==> src/rtl/fir_core_sequencer.sv <==
// Round-robin two-channel front end for the fir_filter_core sample queue; tags each result with its source.
// Define FIR_SEQ_STATS_EN to add the wr_count/res_count statistics outputs.
module fir_core_sequencer #(
  parameter int DATA_W    = 16,
  parameter int SUM_W     = 32,
  parameter int TAG_DEPTH = 8
) (
  input  logic              clk3,
  input  logic              reset,
  input  logic              req0_valid,
  input  logic [DATA_W-1:0] req0_data,
  output logic              req0_ready,
  input  logic              req1_valid,
  input  logic [DATA_W-1:0] req1_data,
  output logic              req1_ready,
  output logic              core_write,
  output logic [DATA_W-1:0] core_data,
  output logic              core_read,
  input  logic              core_full,
  input  logic              core_empty,
  input  logic [SUM_W-1:0]  core_sum,
  output logic              res_valid,
  output logic              res_chan,
  output logic [SUM_W-1:0]  res_sum,
  output logic              busy,
`ifdef FIR_SEQ_STATS_EN
  output logic [15:0]       wr_count,
  output logic [15:0]       res_count,
`endif
  output logic              err_orphan
);

  localparam int PTR_W = $clog2(TAG_DEPTH);
  localparam int CNT_W = PTR_W + 1;

  typedef enum logic [1:0] {IDLE, WR, RD, CAP} state_t;

  state_t               state, state_nxt;
  logic                 rr_ptr;
  logic                 wr_chan;
  logic [CNT_W-1:0]     tag_cnt, tag_cnt_nxt;
  logic [PTR_W-1:0]     wr_ptr, rd_ptr;
  logic [TAG_DEPTH-1:0] tag_mem;
  logic                 read_pend, write_ok, grant_any, grant_chan, orphan_hit;

  // Reads outrank writes so results never back up inside the core.
  always_comb begin
    read_pend   = !core_empty && (tag_cnt != '0);
    orphan_hit  = (state == IDLE) && !core_empty && (tag_cnt == '0);
    write_ok    = !read_pend && !core_full && (tag_cnt != CNT_W'(TAG_DEPTH));
    grant_any   = req0_valid || req1_valid;
    grant_chan  = (req0_valid && req1_valid) ? rr_ptr : req1_valid;
    state_nxt   = state;
    tag_cnt_nxt = tag_cnt;
    req0_ready  = 1'b0;
    req1_ready  = 1'b0;
    case (state)
      IDLE: begin
        if (read_pend) begin
          state_nxt = RD;
        end else if (grant_any && write_ok) begin
          state_nxt  = WR;
          req0_ready = reset && !grant_chan;
          req1_ready = reset && grant_chan;
        end
      end
      WR: begin
        state_nxt   = IDLE;
        tag_cnt_nxt = tag_cnt + CNT_W'(1);
      end
      RD:  state_nxt = CAP;
      CAP: begin
        state_nxt   = IDLE;
        tag_cnt_nxt = tag_cnt - CNT_W'(1);
      end
      default: state_nxt = IDLE;
    endcase
  end

  always_ff @(posedge clk3 or negedge reset) begin
    if (!reset) begin
      state      <= IDLE;
      rr_ptr     <= 1'b0;
      wr_chan    <= 1'b0;
      tag_cnt    <= '0;
      wr_ptr     <= '0;
      rd_ptr     <= '0;
      tag_mem    <= '0;
      core_write <= 1'b0;
      core_read  <= 1'b0;
      core_data  <= '0;
      res_valid  <= 1'b0;
      res_chan   <= 1'b0;
      res_sum    <= '0;
      busy       <= 1'b0;
      err_orphan <= 1'b0;
    end else begin
      state      <= state_nxt;
      tag_cnt    <= tag_cnt_nxt;
      core_write <= (state_nxt == WR);
      core_read  <= (state_nxt == RD);
      res_valid  <= (state == CAP);
      busy       <= (state_nxt != IDLE) || (tag_cnt_nxt != '0);
      if (orphan_hit) begin
        err_orphan <= 1'b1;
      end
      // core_data doubles as the latched sample register.
      if (state == IDLE && state_nxt == WR) begin
        core_data <= grant_chan ? req1_data : req0_data;
        wr_chan   <= grant_chan;
        rr_ptr    <= !grant_chan;
      end
      if (state == WR) begin
        tag_mem[wr_ptr] <= wr_chan;
        wr_ptr          <= wr_ptr + PTR_W'(1);
      end
      if (state == CAP) begin
        res_sum  <= core_sum;
        res_chan <= tag_mem[rd_ptr];
        rd_ptr   <= rd_ptr + PTR_W'(1);
      end
    end
  end

`ifdef FIR_SEQ_STATS_EN
  always_ff @(posedge clk3 or negedge reset) begin
    if (!reset) begin
      wr_count  <= '0;
      res_count <= '0;
    end else begin
      if (state == WR)  wr_count  <= wr_count + 16'd1;
      if (state == CAP) res_count <= res_count + 16'd1;
    end
  end
`endif

endmodule
==> config.mk <==
export PLATFORM = sky130hd
export DESIGN_NAME = fir_core_sequencer
export DESIGN_NICKNAME = d
export VERILOG_FILES = /design/src/rtl/fir_core_sequencer.sv
export SDC_FILE = /design/constraint.sdc
export NUM_CORES = 1
export LEC_CHECK = 0
export ABC_CLOCK_PERIOD_IN_PS = 2900
export CAP_MARGIN = 20
export CELL_PAD_IN_SITES_DETAIL_PLACEMENT = 0
export CELL_PAD_IN_SITES_GLOBAL_PLACEMENT = 2
export CORE_MARGIN = 3
export CORE_UTILIZATION = 29
export CTS_BUF_LIST = sky130_fd_sc_hd__clkbuf_8
export CTS_CLUSTER_DIAMETER = 150
export CTS_CLUSTER_SIZE = 40
export DETAILED_ROUTE_END_ITERATION = 8
export GPL_ROUTABILITY_DRIVEN = 0
export PLACE_DENSITY_LB_ADDON = 0.12
export SYNTH_ARGS = -nofsm -noshare
export SYNTH_HDL_FRONTEND = slang
export SYNTH_SLANG_ARGS = --single-unit
==> constraint.sdc <==
create_clock -name clk3 -period 2.9 [get_ports clk3]
set_clock_uncertainty 0.05 [all_clocks]
set_input_delay 0.725 -clock clk3 [delete_from_list [all_inputs] [get_ports clk3]]
set_output_delay 0.725 -clock clk3 [all_outputs]
set_load 0.1 [all_outputs]
==> metrics.txt <==
status=finished with violations; failing checks=setup timing; relative slew slack=a little over half; adder-cell share of the synthesized area=1.15%; # rows=38; Critical Path Sink Type=output pin; post-synth net total=approximately 320; worst skew pair latency=between 0.3 and 0.4 ns; setup ws final=-0.132 ns; most frequent cell after synthesis=dfrtp_1; worst-path fanout max=4; maxcap violations=0; Mapped Cells=244; DRT Wirelength=7660 µm; Worst Tran Pin Value=roughly 0.7 ns; post-synth top area share=between 50% and 60%; Initial DRC Count=42; Vias/cell=4.41; simple-gate portion of the synthesized area=between 7 and 8%; CTS tree=yes; syn_area_per_cell=13.4 µm²; layout cell share with drive strength beyond 1=roughly 39%; first-pass GRT wire length=between 10000 and 15000 µm; crit path DAT=approximately 2.3 ns; footprint of the multi-input gates=roughly 1300 µm²; DP Area=4610 µm²; Mapped Area=between 3000 and 4000 µm²; final instance count without filler cells=~530; via count=~2300; Synth Area in Compound Gates=roughly 6.1%; Post-synth EDFFs=0; Die Width=112 µm; CTS Buffer Depth=2; worst hold path class=input port to asynchronous set/reset pin; post-synthesis mux area share=between 20 and 25%; Synth async-reset ratio=100%; clock slew at reported path FFs=0.08 ns; Final Cycle Share=105%; GRT Total Usage=~13%; Crit Path Class=flop to output pin; pre-CTS setup slack=-0.224 ns; RSZ-0062 raised after global routing=true; flop and latch count out of synthesis=76; io pins=about 130; Ys Warns=0; drt first pass iters=4; top_reg_cell synth=dfrtp_1; antenna cells=0; Critical Path RT=approximately 2.1 ns; area leader, netlist=dfrtp_1; largest family of logic cells by synthesized area=multiplexers; Slew Limit Fails=0; CTS Sinks=76; PortBufs=between 100 and 150; Seq/Total Area, Yosys=58.0%; die area=12600 µm²; Layout area overhead=48.9%; NumNets Final=between 400 and 500; Filler cells=roughly 1100; grt ovf=0; H-tree Lvls=3; core box area=roughly 11000 µm²; crit path time final=just over 3 ns; HPWL after DPL=~5700 µm; DRT met1 WL=3080 µm; post-route ant nets=0; endpoints failing setup=2; initial core utilization=roughly 30%; crit start category=flop; Synth area leaders=dfrtp_1 (58%), mux2_2 (15%), mux2i_1 (5.2%); final hold slack=0.150 ns; Die Y=approximately 110 µm; initial antenna violation count=0; per-cell routed wire length=between 10 and 15 µm; Top Metal Used=met4; Final Cell Area=between 4000 and 5000 µm²; DRC viols=0; largest net degree at the start of global routing=between 50 and 60; Final Hold Fails=0; Reg area=about 1900 µm²; fmax=between 300 and 400 MHz; Routed met3 length=around 630 µm; CTS Buf Count=9; wire length on met2=between 3000 and 4000 µm; area share of xor/xnor cells in the synthesized design=approximately 2.1%; number of distinct library cells after synthesis=36; clk root buf=clkbuf_8; vias in the first global route=roughly 2400; placed insts=a little over 500; synth cell count leaders=dfrtp_1 (76), mux2_2 (43), nand2_1 (24)
## routing by layer
metal,track usage (%),vias to the layer above
met5,0,-
met4,4.81,0
met3,5.34,12
met2,20.4,61
met1,15.1,1120
li1,-,1136
## worst max-delay path, stage by stage (launching register included)
cell and delay (ns):
dfrtp_1 0.38, or4_4 0.55, a2111o_1 0.54, inv_2 0.09
and3_4 0.19, buf_12 0.17
## flip-flops by register name (all words and copies together), names as in the netlist
register	cells
busy	1
core_data	16
core_read	1
core_write	1
err_orphan	1
rd_ptr	3
res_chan	1
res_sum	32
res_valid	1
rr_ptr	1
state	2
tag_cnt	4
tag_mem	8
wr_chan	1
wr_ptr	3
## layout make-up
| class | count | share of cell area (%) |
|---|---|---|
| clock inverters | 6 | 2.28 |
| inverters | 7 | 0.538 |
| multi-input cells | 147 | 26.1 |
| clock buffers | 9 | 2.54 |
| flip-flops and latches | 76 | 39.0 |
| well taps | 140 | 3.59 |
| repair buffers | 143 | 26.0 |
## cell usage in the layout, fill, tap and decap left out, types with 3 or more instances in the layout
cell type	netlist	final
buf_4	0	73
bufinv_16	0	3
clkbuf_8	0	9
clkdlybuf4s50_1	0	68
dfrtp_1	76	76
ha_1	3	3
inv_1	7	6
mux2_2	43	43
mux2i_1	17	17
nand2_1	24	23
o21ai_0	8	7
o21ai_1	4	4
o21ai_2	9	10
xnor2_1	6	6
## timing repair
item,in CTS,in global routing
hold buffers,0,0
setup buffers,3,1
gates resized for setup,1,1
pin swaps,3,2
endpoints found under the hold margin,0,0
gates cloned,0,0
endpoints found under the setup margin,2,2
## through the flow
| step | setup TNS (ns) | util [%] |
|---|---|---|
| final | -0.246 | 44.6 |
| after global routing | -0.372 | 44.6 |
| after CTS | -0.322 | 44.6 |
| after detailed placement | -0.410 | 42.2 |
| after global placement | -0.354 | 42.2 |
| after floorplan | -0.331 | - |
## logic make-up (layout without fill, tap and decap cells)
group,Yosys count,in the layout
compound gates,29,29
flops,76,76
fa+ha+maj,3,3
buf+inv,21,165
simple gates,44,44
mux,63,63
xor+xnor,8,8
## final timing paths
kind | start | to | slack (ns) | depth (start not counted)
setup / recovery | tag_cnt[0]$_DFF_PN0_ | req0_ready | -0.13 | 5
setup reg to reg | tag_cnt[0]$_DFF_PN0_ | rr_ptr$_DFFE_PN0P_ | 0.50 | 6
min in group clk3 | res_chan$_DFFE_PN0N_ | res_chan$_DFFE_PN0N_ | 0.44 | 2
hold / removal | reset | core_write$_DFF_PN0_ | 0.15 | 1
hold reg to reg | res_chan$_DFFE_PN0N_ | res_chan$_DFFE_PN0N_ | 0.44 | 2
max in group asynchronous | reset | rr_ptr$_DFFE_PN0P_ | 1.74 | 2
Power is left out: the tool's default activity adds up to more than one toggle a clock period on the data nets, which glitch-free logic cannot reach.
